### config.mk
export PLATFORM = sky130hd
export DESIGN_NAME = hvac_cmd_tx
export DESIGN_NICKNAME = d
export VERILOG_FILES = /design/src/rtl/hvac_cmd_tx.sv
export SDC_FILE = /design/constraint.sdc
export NUM_CORES = 1
export LEC_CHECK = 0
export ABC_AREA = 0
export CORE_MARGIN = 5
export CORE_UTILIZATION = 35
export CTS_CLUSTER_DIAMETER = 100
export DETAILED_ROUTE_END_ITERATION = 10
export PLACE_DENSITY = 0.52
export SYNTH_ARGS = -nofsm -noshare
export SYNTH_HDL_FRONTEND = slang
export SYNTH_SLANG_ARGS = --single-unit
export TNS_END_PERCENT = 100
### constraint.sdc
create_clock -name CLOCK_50 -period 6.3 [get_ports CLOCK_50]
set_input_delay 0.63 -clock CLOCK_50 [delete_from_list [all_inputs] [get_ports CLOCK_50]]
set_output_delay 0.63 -clock CLOCK_50 [all_outputs]
set_load 0.05 [all_outputs]
### src/rtl/hvac_cmd_tx.sv
`default_nettype none
// =============================================================================
// hvac_cmd_tx : two-byte HVAC command frame sender over a strobe/ack byte link
// Revision    : 1.0
// =============================================================================
module hvac_cmd_tx #(
  parameter int SETUP_CYCLES  = 50,
  parameter int STROBE_CYCLES = 500,
  parameter int ACK_TIMEOUT   = 50000,
  parameter int MAX_RETRY     = 3
) (
  input  logic       CLOCK_50,
  input  logic       reset,
  input  logic       send_req,
  input  logic [7:0] set_temp,
  input  logic [1:0] mode,
  input  logic       flame,
  input  logic       ack_in,
  output logic [7:0] tx_data,
  output logic       tx_strobe,
  output logic       busy,
  output logic       done,
  output logic       error,
  output logic [7:0] frame_cnt
);

  localparam int MAX_A      = (SETUP_CYCLES > STROBE_CYCLES) ? SETUP_CYCLES : STROBE_CYCLES;
  localparam int MAX_CYCLES = (ACK_TIMEOUT > MAX_A) ? ACK_TIMEOUT : MAX_A;
  localparam int CNT_W      = $clog2(MAX_CYCLES + 1);
  localparam int RETRY_W    = (MAX_RETRY < 1) ? 1 : $clog2(MAX_RETRY + 1);

  localparam logic [CNT_W-1:0]   SETUP_LAST   = CNT_W'(SETUP_CYCLES - 1);
  localparam logic [CNT_W-1:0]   STROBE_LAST  = CNT_W'(STROBE_CYCLES - 1);
  localparam logic [CNT_W-1:0]   TIMEOUT_LAST = CNT_W'(ACK_TIMEOUT - 1);
  localparam logic [RETRY_W-1:0] RETRY_LIMIT  = RETRY_W'(MAX_RETRY);
  localparam logic [7:0]         TEMP_MAX     = 8'd99;

  typedef enum logic [2:0] {
    IDLE     = 3'd0,
    SETUP    = 3'd1,
    STROBE   = 3'd2,
    WAIT_ACK = 3'd3,
    FINISH   = 3'd4
  } state_t;

  state_t             state;
  state_t             state_next;
  logic [CNT_W-1:0]   cnt;
  logic [RETRY_W-1:0] retry;
  logic               second_byte;
  logic               pending;
  logic [7:0]         temp_lat;
  logic [1:0]         mode_lat;
  logic               flame_lat;
  logic               error_q;

  logic ack_meta;
  logic ack_sync;
  logic ack_prev;
  logic ack_event;

  logic cnt_clr;
  logic load;
  logic sel_byte1;
  logic restart;
  logic retry_inc;
  logic frame_inc;
  logic err_set;

  logic [7:0] byte0;

  assign ack_event = ack_sync & ~ack_prev;
  assign byte0     = {2'b10, mode_lat, flame_lat, frame_cnt[2:0]};
  assign error     = error_q;

  always_comb begin
    state_next = state;
    cnt_clr    = 1'b0;
    load       = 1'b0;
    sel_byte1  = 1'b0;
    restart    = 1'b0;
    retry_inc  = 1'b0;
    frame_inc  = 1'b0;
    err_set    = 1'b0;
    tx_data    = 8'h00;
    tx_strobe  = 1'b0;
    busy       = 1'b1;
    done       = 1'b0;

    case (state)
      IDLE: begin
        busy = 1'b0;
        if (send_req || pending) begin
          load       = 1'b1;
          cnt_clr    = 1'b1;
          state_next = SETUP;
        end
      end
      SETUP: begin
        tx_data = second_byte ? temp_lat : byte0;
        if (cnt == SETUP_LAST) begin
          cnt_clr    = 1'b1;
          state_next = STROBE;
        end
      end
      STROBE: begin
        tx_data   = second_byte ? temp_lat : byte0;
        tx_strobe = 1'b1;
        if (cnt == STROBE_LAST) begin
          cnt_clr    = 1'b1;
          state_next = WAIT_ACK;
        end
      end
      WAIT_ACK: begin
        tx_data = second_byte ? temp_lat : byte0;
        // An ack landing on the timeout cycle still counts as delivered.
        if (ack_event) begin
          cnt_clr = 1'b1;
          if (second_byte) begin
            frame_inc  = 1'b1;
            state_next = FINISH;
          end else begin
            sel_byte1  = 1'b1;
            state_next = SETUP;
          end
        end else if (cnt == TIMEOUT_LAST) begin
          cnt_clr = 1'b1;
          if (retry == RETRY_LIMIT) begin
            err_set    = 1'b1;
            state_next = IDLE;
          end else begin
            retry_inc  = 1'b1;
            restart    = 1'b1;
            state_next = SETUP;
          end
        end
      end
      FINISH: begin
        tx_data    = temp_lat;
        done       = 1'b1;
        state_next = IDLE;
      end
      default: begin
        busy       = 1'b0;
        state_next = IDLE;
      end
    endcase
  end

  always_ff @(posedge CLOCK_50) begin
    if (reset) begin
      state       <= IDLE;
      cnt         <= '0;
      retry       <= '0;
      second_byte <= 1'b0;
      pending     <= 1'b0;
      temp_lat    <= 8'h00;
      mode_lat    <= 2'b00;
      flame_lat   <= 1'b0;
      frame_cnt   <= 8'h00;
      error_q     <= 1'b0;
      ack_meta    <= 1'b0;
      ack_sync    <= 1'b0;
      ack_prev    <= 1'b0;
    end else begin
      state    <= state_next;
      error_q  <= err_set;
      ack_meta <= ack_in;
      ack_sync <= ack_meta;
      ack_prev <= ack_sync;

      if (cnt_clr || (state == IDLE)) begin
        cnt <= '0;
      end else begin
        cnt <= cnt + CNT_W'(1);
      end

      if (load) begin
        temp_lat    <= (set_temp > TEMP_MAX) ? TEMP_MAX : set_temp;
        mode_lat    <= (mode == 2'd3) ? 2'd1 : mode;
        flame_lat   <= flame;
        second_byte <= 1'b0;
        retry       <= '0;
      end else begin
        if (sel_byte1) second_byte <= 1'b1;
        if (restart)   second_byte <= 1'b0;
        if (retry_inc) retry       <= retry + RETRY_W'(1);
      end

      if (frame_inc) frame_cnt <= frame_cnt + 8'd1;

      // IDLE always consumes the pending request, so one flag is all we hold.
      if (state == IDLE) begin
        pending <= 1'b0;
      end else if (send_req) begin
        pending <= 1'b1;
      end
    end
  end

endmodule
`default_nettype wire

# Word-level counts from Yosys, hierarchy flattened
# Cells that the tools add are included.
# totals
latchBits	0
romBits	0
mem_bits_rw	0
mem_count	0
regBits	46
elab_cells	78
# op_classes
n_div	0
n_shift	0
mux	33
bitwise	4
magnitude_cmp	1
multipliers	0
n_eq_ne	13
n_reduce_logical	11
add_sub_neg	3
# ops
op	n
$mux W1	21
$mux W3	6
$add A16 B1 Y16 const B	1
$eq A16 B16 Y1 const B	1
$eq A16 B6 Y1 const B	1
$eq A16 B9 Y1 const B	1
$mux W8	2
$pmux W8 S2	1
$pmux W3 S4	1
$add A8 B1 Y8 const B	1
$gt A8 B7 Y1 const B	1
$reduce_or A4 Y1	2
$eq A3 B2 Y1 const B	2
$ne A2 B2 Y1 const B	3
$reduce_or A2 Y1	3
$reduce_or A3 Y1	2
$eq A2 B2 Y1 const B	2
$pmux W1 S4	1
$reduce_and A4 Y1	1
$eq A3 B1 Y1 const B	1
$eq A3 B3 Y1 const B	1
$logic_not A3 Y1	1
$ne A3 B3 Y1 const B	1
$not A1 Y1	3
other kinds (4)	5

# Logic depth before layout (Yosys ltp)
# depth
word_depth	6
ltp_mapped	7

# Worst setup path after synthesis
# Ideal clock, no wire load.
# synth_timing
kind	reg-to-output
startpoint	reg state[1]
endpoint	out tx_data[7]
path_stages_with_launch	6
arrival_time_ps	2268
path_slack_ps	3402
n_path_buf	1
required_ps	5670
path_cell_list	dfxtp_1 clkbuf_1 nor2_1 xnor2_1 nand2_1 o21ai_0
# synth_between
elab_chain_len	3
elab_cells_between_ends	6
# synth_lines
element	line_no	rtl
from (decl)	46	state_t state;
from (signal assigned)	166	state <= state_next;
$eq A3 B2 Y1 / $eq A3 B1 Y1 (equally long branches)	90	case (state)
$reduce_or A3 Y1 (no source line)	-	
$pmux W8 S2 (*)	90	
to (decl)	19	output logic [7:0] tx_data,
# Every way passes the cells marked *; elsewhere a longest branch is shown, timed or not.

# Worst setup path in the final report
# Ends and elaborated chain as after synthesis.

==> summary.md <==
| Metric | Value |
|---|---|
| Setup violators final | 0 |
| Syn nets | 285 |
| Rel. slew slack | 60.1% |
| Commonest cells after routing, fill and taps aside | dfxtp_1, nor2_1, clkdlybuf4s50_1, nand2_1, nand3_1 |
| Gate count after technology mapping | 266 |
| Pleak | 0.892 nW |
| Row cnt | 29 |
| Post-CTS Hold Buffers | 0 |
| Nets | 316 |
| Fmax | 336 MHz |
| Peak supply drop | 0.266 mV |
| Logic pwr share | 32.4% |
| Avg WL per Cell | 13.2 um |
| Sw frac | 35.9% |
| Setup_tns | 0 ps |
| Flop pwr share | 45.2% |
| CP endpoint kind | output port |
| CP required | 5670 ps |
| Slew Viols, Final | 0 |
| Die height | 90.5 um |
| Most common cell after layout, fill and taps aside | dfxtp_1 |
| Total CTS buffers | 5 |
| Clock share of power | 22.4% |
| I/O pin count | 35 |
| Crit-path cells | nor2_1, xnor2_1, nand2_1, o21ai_0, clkdlybuf4s50_1 |
| CP max FO | 11 |
| Floorplan core area | 6310 um^2 |
| Measured slew at the worst slew-check pin | 596 ps |
| Clk buf depth | 2 |
| Placer congestion estimate | 0.754 |
| Detailed placement HPWL | 3530 um |
| Ys async rst share | 0% |
| Max incr delay on CP | 820 ps |
| Filler cells | 656 |
| DIE WIDTH | 90.5 um |
| Footprint of the multi-input gates | 1230 um^2 |
| Internal | 482 uW |
| CP Buf/Inv Count | 1 |
| Clock slew at reported path FFs | 80 ps |
| Vias in the first global route | 1,740 |
| First-pass DRT Iterations | 4 |
| RSZ-0062 raised after global routing | false |
| Ys flop type | dfxtp_1 |
| Fin Hold WS | 448 ps |
| GRT overflow | 0 |
| Worst Setup Start Kind | register |
| PortBufs | 34 |
| Final wirelength | 4920 um |
| Largest net degree at the start of global routing | 30 |
| First-pass GRT wire length | 8450 um |
| Yosys warnings | 0 |
| CTS Root Buffer Type | clkbuf_8 |
| PwrDens | 276 nW/um^2 |
| Sw Pwr | 270 uW |
| Clock net sink count | 46 |
| Starting DRT DRC Count | 89 |
| Register area | 921 um^2 |
| Hold Vio Cnt, Final | 0 |
| H-tree Lvls | 2 |
| Slowest CP cell | clkdlybuf4s50_1 |
| Drt drc | 0 |
| Layout cells sized above 1 | 7.07% |
| Final ANT Viol Nets | 0 |
| CTS tree | done |
| Clk Latency, worst-skew pair | 290 ps |
| Family with the most delay on the worst path | buffers and inverters |
| Yosys cell types | 49 |
| Post-CTS Setup Inserts | 0 |
| Final min period | 2970 ps |
| Max-Cap Viols | 0 |
| CTS-repair resized insts | 0 |
| Die area | 8190 um^2 |
| CP Class | register to output port |
| Register area share after synthesis | 40.6% |
| Min-Delay Path Class | register to register |
| Mapped cell area | 2270 um^2 |
| Count of antenna diodes in the layout | 0 |
| Yosys reg bits | 46 |
| Initial core utilization | 35.9% |
| WP data arrival | 2340 ps |
| Gr usage total | 12.2% |
| EDFF count, synth | 0 |
| Area Growth Syn to Fin | 19.9% |
| Via count | 1,858 |
| Status | completed |
| Via/cell ratio | 4.97 |
| Initial antenna violation count | 0 |
| Clock Skew | 7.38 ps |
| Average cell area after synthesis | 8.52 um^2 |
| Final period utilization | 47.2% |
-- synth_stat cells, types with 3 or more instances --
master | instances | area, um^2
xnor2_1 | 15 | 131
nor3_1 | 10 | 50.1
nand2b_1 | 3 | 18.8
nor2b_1 | 3 | 18.8
ha_1 | 4 | 50.1
nand2_1 | 18 | 67.6
o21ai_0 | 12 | 60.1
buf_2 | 3 | 15.0
inv_1 | 6 | 22.5
or3_1 | 4 | 25.0
and3_1 | 3 | 18.8
nor2_1 | 40 | 150
a21oi_1 | 9 | 45.0
nor4_1 | 4 | 25.0
dfxtp_1 | 46 | 921
clkbuf_1 | 6 | 22.5
a211oi_1 | 3 | 22.5
xor2_1 | 8 | 70.1
nand3_1 | 18 | 90.1
mux2i_1 | 7 | 70.1
nand4b_1 | 3 | 26.3
nand4_1 | 5 | 31.3
-- flip-flops by register name, summed over array words and instances (netlist names), 2 cells and up --
signal	flops
cnt	16
temp_lat	8
state	3
retry	2
frame_cnt	8
mode_lat	2
-- cells by family after synthesis --
kind of cell	after synthesis	share of synthesized area [%]
AND/OR/NAND/NOR	132	31.0
buffers and inverters	20	5.02
flip-flops	46	40.6
XOR/XNOR	23	8.89
multiplexers	7	3.09
adder cells (fa/ha/maj)	4	2.21
AO/OA/AOI/OAI	34	9.16
-- metrics by stage --
step | utilization [%] | area [um^2] | power, mW | setup slack [ps] | instances
floorplan | - | 2270 | 0.516 | 3400 | 266
global placement | 41.9 | 2640 | 0.593 | 3660 | 367
detailed placement | 41.9 | 2640 | 0.591 | 3630 | 367
CTS | 43.1 | 2720 | 0.763 | 3300 | 374
global route | 43.1 | 2720 | 0.805 | 3140 | 374
finish | 43.1 | 2720 | 0.751 | 3330 | 374
-- metal layers --
| metal | global-route usage [%] | wire length, um | up-vias | share of wire (%) |
|---|---|---|---|---|
| met5 | 0 | 0 | - | 0 |
| met4 | 2.73 | 48 | 0 | 0.98 |
| met3 | 3.50 | 204 | 5 | 4.1 |
| met2 | 18.3 | 2120 | 27 | 43 |
| met1 | 17.1 | 2550 | 837 | 52 |
| li1 | - | - | 989 | - |
-- worst paths after layout --
path	from	endpoint	slack, ps	cells past startpoint
worst max register to register	cnt[12]$_SDFF_PP0_	state[1]$_SDFFE_PP0P_	4130	5
worst max-delay path	state[1]$_SDFFE_PP0P_	tx_data[7]	3330	5
worst min-delay path	ack_meta$_SDFF_PP0_	ack_sync$_SDFF_PP0_	450	1
worst min register to register	ack_meta$_SDFF_PP0_	ack_sync$_SDFF_PP0_	450	1
-- worst reg2reg max path, cell delays in order (launching register included) --
cell and delay, ps:
dfxtp_1 360, or4_1 560, or4_4 580, or2b_2 210, o21ai_0 80, o221a_2 280
-- power groups by stage --
| stage | sequential (mW) | clock, mW | combinational (mW) |
|---|---|---|---|
| 3_5_place_dp | 0.346 | 0 | 0.245 |
| 5_1_grt | 0.344 | 0.192 | 0.269 |
| 6_report | 0.339 | 0.168 | 0.244 |
| 3_3_place_gp | 0.345 | 0 | 0.248 |
| 4_1_cts | 0.339 | 0.178 | 0.246 |
| 2_1_floorplan | 0.332 | 0 | 0.184 |
-- cell type report --
cell class,instances,area share [%]
clock buffers,7,2.81
multi-input cells,200,45.3
inverters,6,0.828
flip-flops and latches,46,33.9
well taps,77,3.54
repair buffers,38,13.6
(Power assumes the default switching activity.)
